[src/rtl/mul_arbiter_pkg.sv]
// Shared types for the multiplier arbiter: FSM state encoding and pointer wrap helper.
package mul_arbiter_pkg;

    typedef enum logic [1:0] {
        ST_IDLE  = 2'd0,
        ST_ISSUE = 2'd1,
        ST_WAIT  = 2'd2,
        ST_RESP  = 2'd3
    } arb_state_e;

    function automatic int next_idx(input int id, input int n);
        return (id + 1) % n;
    endfunction

endpackage

[src/rtl/mul_arbiter_rr.sv]
// Combinational round-robin pick: first asserted request at or after ptr, wrapping.
module mul_arbiter_rr #(
    parameter int NUM_REQ = 4,
    parameter int ID_W    = 2
) (
    input  logic [NUM_REQ-1:0] req,
    input  logic [ID_W-1:0]    ptr,
    output logic [NUM_REQ-1:0] grant,
    output logic [ID_W-1:0]    grant_id,
    output logic               grant_vld
);

    logic [ID_W-1:0] idx;

    always_comb begin
        grant     = '0;
        grant_id  = '0;
        grant_vld = 1'b0;
        idx       = '0;
        for (int k = 0; k < NUM_REQ; k++) begin
            idx = ID_W'((int'(ptr) + k) % NUM_REQ);
            if (!grant_vld && req[idx]) begin
                grant[idx] = 1'b1;
                grant_id   = idx;
                grant_vld  = 1'b1;
            end
        end
    end

endmodule

[src/rtl/mul_arbiter.sv]
// Round-robin sequencer sharing one multi-cycle multiplier among NUM_REQ requesters.
// Optional WAIT watchdog enabled by defining MUL_ARB_TIMEOUT_EN.
module mul_arbiter
    import mul_arbiter_pkg::*;
#(
    parameter int C_WIDTH        = 32,
    parameter int NUM_REQ        = 4,
    parameter int ID_W           = 2,
    parameter int TIMEOUT_CYCLES = 64
) (
    input  logic                       ctl_clk,
    input  logic                       reset,
    input  logic [NUM_REQ-1:0]         req_valid,
    output logic [NUM_REQ-1:0]         req_ready,
    input  logic [NUM_REQ*C_WIDTH-1:0] req_a,
    input  logic [NUM_REQ*C_WIDTH-1:0] req_b,
    input  logic [NUM_REQ-1:0]         req_signed,
    output logic                       rsp_valid,
    input  logic                       rsp_ready,
    output logic [ID_W-1:0]            rsp_id,
    output logic [C_WIDTH-1:0]         rsp_y,
    output logic                       rsp_err,
    output logic [C_WIDTH-1:0]         mul_a,
    output logic [C_WIDTH-1:0]         mul_b,
    output logic                       mul_signed,
    output logic                       mul_trigger,
    input  logic                       mul_ready,
    input  logic                       mul_done,
    input  logic [C_WIDTH-1:0]         mul_y,
    output logic                       mul_abort
);

    arb_state_e         state_q, state_d;
    logic [ID_W-1:0]    ptr_q, ptr_d;
    logic [ID_W-1:0]    id_q, id_d;
    logic               first_q, first_d;
    logic [C_WIDTH-1:0] mul_a_q, mul_a_d;
    logic [C_WIDTH-1:0] mul_b_q, mul_b_d;
    logic               mul_signed_q, mul_signed_d;
    logic               mul_trigger_q, mul_trigger_d;
    logic               rsp_valid_q, rsp_valid_d;
    logic [ID_W-1:0]    rsp_id_q, rsp_id_d;
    logic [C_WIDTH-1:0] rsp_y_q, rsp_y_d;

    logic [NUM_REQ-1:0] grant;
    logic [ID_W-1:0]    grant_id;
    logic               grant_vld;

`ifdef MUL_ARB_TIMEOUT_EN
    localparam int CNT_W = $clog2(TIMEOUT_CYCLES);
    logic [CNT_W-1:0] cnt_q, cnt_d;
    logic             abort_q, abort_d;
    logic             err_q, err_d;
`endif

    mul_arbiter_rr #(
        .NUM_REQ (NUM_REQ),
        .ID_W    (ID_W)
    ) u_rr (
        .req       (req_valid),
        .ptr       (ptr_q),
        .grant     (grant),
        .grant_id  (grant_id),
        .grant_vld (grant_vld)
    );

    // Only offer a grant when the multiplier can actually take the op.
    assign req_ready = (state_q == ST_IDLE && mul_ready && !reset) ? grant : '0;

    always_comb begin
        state_d       = state_q;
        ptr_d         = ptr_q;
        id_d          = id_q;
        first_d       = first_q;
        mul_a_d       = mul_a_q;
        mul_b_d       = mul_b_q;
        mul_signed_d  = mul_signed_q;
        mul_trigger_d = 1'b0;
        rsp_valid_d   = rsp_valid_q;
        rsp_id_d      = rsp_id_q;
        rsp_y_d       = rsp_y_q;
`ifdef MUL_ARB_TIMEOUT_EN
        cnt_d         = cnt_q;
        abort_d       = 1'b0;
        err_d         = err_q;
`endif
        case (state_q)
            ST_IDLE: begin
                if (grant_vld && mul_ready) begin
                    mul_a_d       = req_a[int'(grant_id)*C_WIDTH +: C_WIDTH];
                    mul_b_d       = req_b[int'(grant_id)*C_WIDTH +: C_WIDTH];
                    mul_signed_d  = req_signed[grant_id];
                    id_d          = grant_id;
                    mul_trigger_d = 1'b1;
                    state_d       = ST_ISSUE;
                end
            end
            ST_ISSUE: begin
                first_d = 1'b1;
                state_d = ST_WAIT;
`ifdef MUL_ARB_TIMEOUT_EN
                cnt_d   = '0;
`endif
            end
            ST_WAIT: begin
                // done may still show the previous result right after the trigger
                first_d = 1'b0;
                if (!first_q && mul_done) begin
                    rsp_y_d     = mul_y;
                    rsp_id_d    = id_q;
                    rsp_valid_d = 1'b1;
                    state_d     = ST_RESP;
                end
`ifdef MUL_ARB_TIMEOUT_EN
                else if (cnt_q == CNT_W'(TIMEOUT_CYCLES - 1)) begin
                    abort_d     = 1'b1;
                    err_d       = 1'b1;
                    rsp_y_d     = '0;
                    rsp_id_d    = id_q;
                    rsp_valid_d = 1'b1;
                    state_d     = ST_RESP;
                end else begin
                    cnt_d = cnt_q + 1'b1;
                end
`endif
            end
            ST_RESP: begin
                if (rsp_ready) begin
                    rsp_valid_d = 1'b0;
                    ptr_d       = ID_W'(next_idx(int'(id_q), NUM_REQ));
                    state_d     = ST_IDLE;
`ifdef MUL_ARB_TIMEOUT_EN
                    err_d       = 1'b0;
`endif
                end
            end
            default: state_d = ST_IDLE;
        endcase
    end

    always_ff @(posedge ctl_clk) begin
        if (reset) begin
            state_q       <= ST_IDLE;
            ptr_q         <= '0;
            id_q          <= '0;
            first_q       <= 1'b0;
            mul_a_q       <= '0;
            mul_b_q       <= '0;
            mul_signed_q  <= 1'b0;
            mul_trigger_q <= 1'b0;
            rsp_valid_q   <= 1'b0;
            rsp_id_q      <= '0;
            rsp_y_q       <= '0;
`ifdef MUL_ARB_TIMEOUT_EN
            cnt_q         <= '0;
            abort_q       <= 1'b0;
            err_q         <= 1'b0;
`endif
        end else begin
            state_q       <= state_d;
            ptr_q         <= ptr_d;
            id_q          <= id_d;
            first_q       <= first_d;
            mul_a_q       <= mul_a_d;
            mul_b_q       <= mul_b_d;
            mul_signed_q  <= mul_signed_d;
            mul_trigger_q <= mul_trigger_d;
            rsp_valid_q   <= rsp_valid_d;
            rsp_id_q      <= rsp_id_d;
            rsp_y_q       <= rsp_y_d;
`ifdef MUL_ARB_TIMEOUT_EN
            cnt_q         <= cnt_d;
            abort_q       <= abort_d;
            err_q         <= err_d;
`endif
        end
    end

    assign mul_a       = mul_a_q;
    assign mul_b       = mul_b_q;
    assign mul_signed  = mul_signed_q;
    assign mul_trigger = mul_trigger_q;
    assign rsp_valid   = rsp_valid_q;
    assign rsp_id      = rsp_id_q;
    assign rsp_y       = rsp_y_q;
`ifdef MUL_ARB_TIMEOUT_EN
    assign mul_abort   = abort_q;
    assign rsp_err     = err_q;
`else
    assign mul_abort   = 1'b0;
    assign rsp_err     = 1'b0;
`endif

endmodule

[config.mk]
export PLATFORM = sky130hd
export DESIGN_NAME = mul_arbiter
export DESIGN_NICKNAME = d
export VERILOG_FILES = /design/src/rtl/mul_arbiter_pkg.sv /design/src/rtl/mul_arbiter_rr.sv /design/src/rtl/mul_arbiter.sv
export SDC_FILE = /design/constraint.sdc
export NUM_CORES = 1
export LEC_CHECK = 0
export ABC_AREA = 0
export BUFFER_PORTS_ARGS = -buffer_cell sky130_fd_sc_hd__clkbuf_2
export CORE_AREA = 2 2 161 163
export DETAILED_ROUTE_END_ITERATION = 6
export DIE_AREA = 0 0 163 165
export MAX_ROUTING_LAYER = met4
export SYNTH_ARGS = -nofsm -noshare
export SYNTH_HDL_FRONTEND = slang
export SYNTH_SLANG_ARGS = --single-unit
[constraint.sdc]
create_clock -name ctl_clk -period 8 [get_ports ctl_clk]
set_input_delay 1.6 -clock ctl_clk [delete_from_list [all_inputs] [get_ports ctl_clk]]
set_output_delay 1.6 -clock ctl_clk [all_outputs]
set_load 0.05 [all_outputs]
* Word level (Yosys, flattened, before mapping)
Cells that the tools add are included.
** Operators by class
- Divide/modulo/power cells :: 0
- $mul :: 0
- $add $sub $neg :: 4
- Shifts and indexed selects :: 2
- Mux-type cells :: 40
- Equality and inequality tests :: 6
- Magnitude comparators :: 9
- Reduce and logical (&&, ||, !) cells :: 25
- Bitwise gates (word level) :: 4
** Operators by type and width (count)
- 128-bit by 8-bit indexed part select with 32-bit output :: 2
- 4-bit two-way mux :: 5
- 1-bit two-way mux :: 16
- 2-bit by 3-bit less-than comparator with 1-bit output, second input constant :: 5
- 2-bit two-way mux :: 7
- 4-bit OR :: 3
- 1-bit logical AND :: 11
- 1-bit binary-select mux with 2-bit select :: 5
- 1-bit demux with 2-bit select :: 4
- 2-bit by 1-bit greater-or-equal comparator with 1-bit output, second input constant :: 4
- 2-bit one-hot mux with 4 select lines :: 1
- 2-bit AND reduction :: 3
- 3-bit AND reduction :: 2
- 1-bit zero test :: 5
- 2-bit by 1-bit adder with 2-bit output, second input constant :: 2
- 2-bit adder, second input constant :: 2
- 2-bit equality test, second input constant :: 2
- 2-bit inequality test, second input constant :: 2
- 1-bit one-hot mux with 2 select lines :: 2
- 2-bit nonzero test :: 2
- 2-bit by 1-bit equality test with 1-bit output, second input constant :: 1
- 2-bit zero test :: 1
- 2-bit by 1-bit inequality test with 1-bit output, second input constant :: 1
- 2-bit OR reduction :: 1
- 1-bit NOT :: 1
** Word-level totals
- Bits in writable memories :: 0
- Flip-flop bits (word level) :: 108
- Input port bits :: 301
- Memory bits (read-only) :: 0
- Word-level logic and storage cells :: 101
- Memories :: 0
- Latch bits :: 0
- Output and inout port bits :: 107

* Logic depth before layout (Yosys ltp)
- Depth after elaboration :: 15
- Depth in mapped cells :: 15
- Mapped depth without buffers :: 8

* Modules after synthesis
Synthesis repeated with hierarchy kept, for this count alone.
** Second synthesis, totals
- Cell total of the unflattened synthesis :: 473
- Area total of the unflattened synthesis :: 5582.9 um^2
** Modules (own cells, without submodules)
- mul_arbiter :: sequential area each 2162.1 um^2, area each 5163.7 um^2, cells an instance 428, instances 1
- mul_arbiter_rr :: sequential area each 0.0 um^2, area each 419.2 um^2, cells an instance 45, instances 1

* Worst setup path after synthesis
OpenSTA, ideal clock, no wires.
- Kind :: input to output
- Start point :: input port req_valid[2]
- End point :: output port req_ready[0]
- Data required time :: 6.400 ns
- Stages :: 9
- Slack :: 2.462 ns
- Path buffers :: 4
- Arrival :: 3.938 ns
- Cells stage by stage :: clkbuf_1 > mux4_2 > buf_6 > nor2b_2 > clkbuf_1 > buf_2 > a221o_1 > o21ai_0 > a21oi_1
** On the way
- Cells in the longest elaborated chain, start to end :: 13
- Elaborated cells on any way between the ends :: 25
- Classes of those cells :: 16 x mux; 3 x bitwise; 6 x reduce/logical
** Ends and longest elaborated chain
- start: declaration :: line mul_arbiter.sv:13 : input logic [NUM_REQ-1:0] req_valid,
- 1-bit binary-select mux with 2-bit select :: line mul_arbiter_rr.sv:22 : if (!grant_vld && req[idx]) begin
- 1-bit two-way mux (implied by the code) :: line mul_arbiter_rr.sv:22
- 1-bit two-way mux :: line mul_arbiter_rr.sv:22
- 1-bit zero test :: line mul_arbiter_rr.sv:22
- 1-bit logical AND :: line mul_arbiter_rr.sv:22
- 1-bit two-way mux :: line mul_arbiter_rr.sv:22
- 1-bit zero test :: line mul_arbiter_rr.sv:22
- 1-bit logical AND :: line mul_arbiter_rr.sv:22
- 1-bit two-way mux :: line mul_arbiter_rr.sv:22
- 1-bit zero test :: line mul_arbiter_rr.sv:22
- 1-bit logical AND :: line mul_arbiter_rr.sv:22
- 4-bit two-way mux * :: line mul_arbiter_rr.sv:22
- 4-bit two-way mux * :: line mul_arbiter.sv:68 : assign req_ready = (state_q == ST_IDLE && mul_ready && !reset) ? grant : '0;
- end: declaration :: line mul_arbiter.sv:14 : output logic [NUM_REQ-1:0] req_ready,
Every way passes the cells marked *; elsewhere a longest branch is shown, timed or not. The select of a mux whose other input is x is not followed.

* Final worst setup path
- Start point :: register ptr_q[0]
- End point :: output port req_ready[2]
** On the way
- Cells in the longest elaborated chain, start to end :: 13
- Elaborated cells on any way between the ends :: 48
- Classes of those cells :: 3 x add/sub; 8 x order compare; 24 x mux; 3 x bitwise; 10 x reduce/logical
** Ends and longest elaborated chain
- start: declaration :: line mul_arbiter.sv:34 : logic [ID_W-1:0] ptr_q, ptr_d;
- start signal: assignment :: line mul_arbiter.sv:161 : ptr_q <= ptr_d;
- branches (longest 11 deep; another with 2-bit by 3-bit less-than comparator with 1-bit output)
- 4-bit two-way mux * :: line mul_arbiter_rr.sv:22
- 4-bit two-way mux * :: line mul_arbiter.sv:68
Every way passes the cells marked *. The select of a mux whose other input is x is not followed.

==> impl_metrics.py <==
metrics = {
    "status": {
        "run_status": "finished clean",
    },
    "placement": {
        "dp_hpwl_um": 21820,
        "numPortBuffers": 405,
        "routabilityCongestion": 0.8217,
        "pre_cts_slack_ns": 2.930,
    },
    "detailed_routing": {
        "wl_per_cell_um": 18.93,
        "vias": 9004,
        "ant_nets": 0,
        "drt_pass1_iterations": 5,
        "routed_wl_um": 30890,
        "drt_iter0_markers": 556,
        "drc": 0,
        "via_per_inst": 5.517,
    },
    "cts": {
        "clock_latency_ns": 0.36,
        "clock-sinks": 108,
        "numCtsBuffers": 9,
        "ctsHoldBuffers": 0,
        "htreeDepth": 3,
        "cts_buffer_depth": 2,
        "cts.clk_slew.worst_paths_ns": 0.09,
        "cts_resized": 0,
        "cts_tree": "yes",
        "postCtsSetupRepairBufs": 0,
        "root_buffer": "clkbuf_16",
    },
    "layout": {
        "area_growth_pct": 31.62,
        "layout_commonest_cell": "clkbuf_2",
        "mostFrequentLayoutCells": "405 x clkbuf_2, 121 x nand2_1, 107 x dfxtp_1",
        "fillerInstances": 2624,
        "layout.nets": 1607,
        "drive_gt1_share_pct": 38.43,
    },
    "pwr": {
        "p_sw_w": 0.001287,
        "intPower_w": 0.001312,
        "pwr-share-comb_pct": 52.9,
        "p_leak_nw": 4.360,
        "p_per_area_nw_per_um2": 256.5,
        "total_power_w": 0.002599,
        "ir_drop_uv": 129.3,
        "clockPowerShare_pct": 18.5,
        "p_seq_share_pct": 28.6,
        "swShare_pct": 49.53,
    },
    "timing": {
        "period_share_pct": 64.71,
        "fin_hold_ws_ns": 0.4558,
        "final_max_slew_viol_count": 0,
        "finalSetupTns_ns": 0,
        "period_needed_ns": 5.177,
        "relSlewSlack_pct": 13.83,
        "setup_ws_ns": 2.823,
        "setup_violations": 0,
        "max_freq_ghz": 0.1932,
        "hold_violations": 0,
        "tightest_slew_ns": 1.283,
        "rsz0062_at_grt": "no",
        "finalClockSkew_ns": 0.01571,
    },
    "setup_path": {
        "endpoint_kind": "primary output",
        "endpoint": "req_ready[2]",
        "startpoint": "ptr_q[0]",
        "r2r-end": "mul_b[8]",
        "reg2reg_from": "ptr_q[0]",
        "crit_required_ns": 6.40,
        "r2r_setup_slack_ns": 3.64,
        "startpoint_type": "register",
        "path_class": "reg -> out",
        "crit_arrival_ns": 3.58,
        "critPathMaxFanout": 38,
        "reg2regPathDepth": 11,
    },
    "logic_synthesis": {
        "syn_area_um2": 7697,
        "ys_seq_area_share_pct": 28.09,
        "yosysUniqueCellTypes": 55,
        "synth_ff_type": "dfxtp_1",
        "yosys_warnings": 0,
        "synth_edf_count": 0,
        "async_flop_share_pct": 0,
        "yosys_register_bits": 108,
        "synthCells": 966,
        "syn_area_per_cell_um2": 7.968,
    },
    "global_route": {
        "track_usage_pct": 22.66,
        "antenna_found_initial": 1,
        "grt_max_degree": 100,
        "grt_overflow_total": 0,
        "first_global_vias": 8547,
        "grt_pass1_wl_um": 46610,
    },
    "run": {
        "cap_violations": 0,
    },
    "die": {
        "die_area_um2": 26900,
        "coreArea_um2": 25040,
        "num_rows": 58,
        "dieWidth_um": 163,
        "start_util_pct": 30.74,
        "ios": 408,
        "die_y_um": 165,
    },
    "min_path": {
        "hp-class": "reg -> reg",
    },
}
## flip-flops by register name (all words and copies together), names as in the netlist
register     cells
first_q          1
id_q             2
mul_a           32
mul_b           32
mul_signed       1
mul_trigger      1
ptr_q            2
rsp_id           2
rsp_valid        1
rsp_y           32
state_q          2
## worst min-delay path by stage
stage	endpoint	depth (start not counted)	startpoint	slack (ns)
floorplan	rsp_id[1]	2	id_q[1]	0.46
global placement	rsp_y[6]	2	rsp_y[6]	0.44
detailed placement	rsp_y[17]	2	rsp_y[17]	0.45
CTS	rsp_y[17]	2	rsp_y[17]	0.46
global route	rsp_y[26]	2	rsp_y[26]	0.47
finish	rsp_y[19]	2	rsp_y[19]	0.46
## cells in the mapped netlist, types with 4 or more instances
master	number	area, um^2
mux2i_1	44	440.4
a211oi_1	96	720.7
a22o_1	49	429.2
nand2_1	121	454.2
a311oi_1	15	131.4
a21oi_1	100	500.5
nor2b_1	18	112.6
mux2_2	41	461.7
nor2_1	30	112.6
dfxtp_1	108	2162
nand3_1	12	60.06
nor3b_1	9	67.56
a221o_1	19	190.2
ha_1	10	125.1
o21ai_0	45	225.2
buf_4	9	67.56
a221oi_1	16	140.1
clkbuf_1	59	221.5
nor3_1	60	300.3
a32oi_1	11	96.34
o22ai_1	12	75.07
buf_2	25	125.1
buf_6	5	56.30
inv_1	9	33.78
nand2b_1	4	25.02
## power groups by stage
stage	Clock [W]	Combinational [W]	Sequential, W
after floorplan	0	0.000616	0.00114
after global placement	0	0.00137	0.000751
after detailed placement	0	0.00138	0.000755
after CTS	0.000503	0.00138	0.000744
after global routing	0.000518	0.00148	0.000759
final	0.000481	0.00137	0.000744
## worst max-delay path: stages (launching register included)
cell	delay (ns)
dfxtp_4	0.68
inv_1	0.08
buf_4	0.28
ha_1	0.47
or3b_2	0.49
o21ai_0	0.08
a32oi_1	0.11
o32ai_1	0.37
nand2_1	0.12
a21oi_1	0.21
clkbuf_2	0.32
## final cells by class
cell class / count / area [um^2] / area share [%]
clock buffer: 9 / 225.2 / 2.223
sequential: 108 / 2166 / 21.38
clock inverter: 7 / 86.33 / 0.8522
tap: 330 / 412.9 / 4.076
timing repair buffer: 421 / 2147 / 21.19
inverter: 9 / 33.78 / 0.3335
antenna: 1 / 2.502 / 0.02470
multi-input combinational: 747 / 5057 / 49.92
## metal layers
layer  wire [um]  track usage [%]  part of all wire, %
met3        1894            3.842                  6.1
met1       12820            26.68                   41
met2       15470            39.54                   50
met4         706            6.959                  2.3
met5           0                -                    0
## cells by family after synthesis
kind of cell	count (synthesis)	synth area share, %
AO/OA/AOI/OAI	380	34.82
XOR/XNOR	1	0.1138
adder cells (fa/ha/maj)	10	1.625
buffers and inverters	112	6.827
flip-flops	108	28.09
multiplexers	89	12.74
other	1	0.04872
AND/OR/NAND/NOR	265	15.74
## through the flow
step | utilization, % | instances | instance area, um^2
after floorplan | - | 967 | 7701
after global placement | 39.21 | 1615 | 9817
after detailed placement | 39.21 | 1615 | 9817
after CTS | 40.45 | 1631 | 10130
after global routing | 40.46 | 1632 | 10130
final | 40.46 | 1632 | 10130
Note: power is estimated with default switching activity, not from simulation.
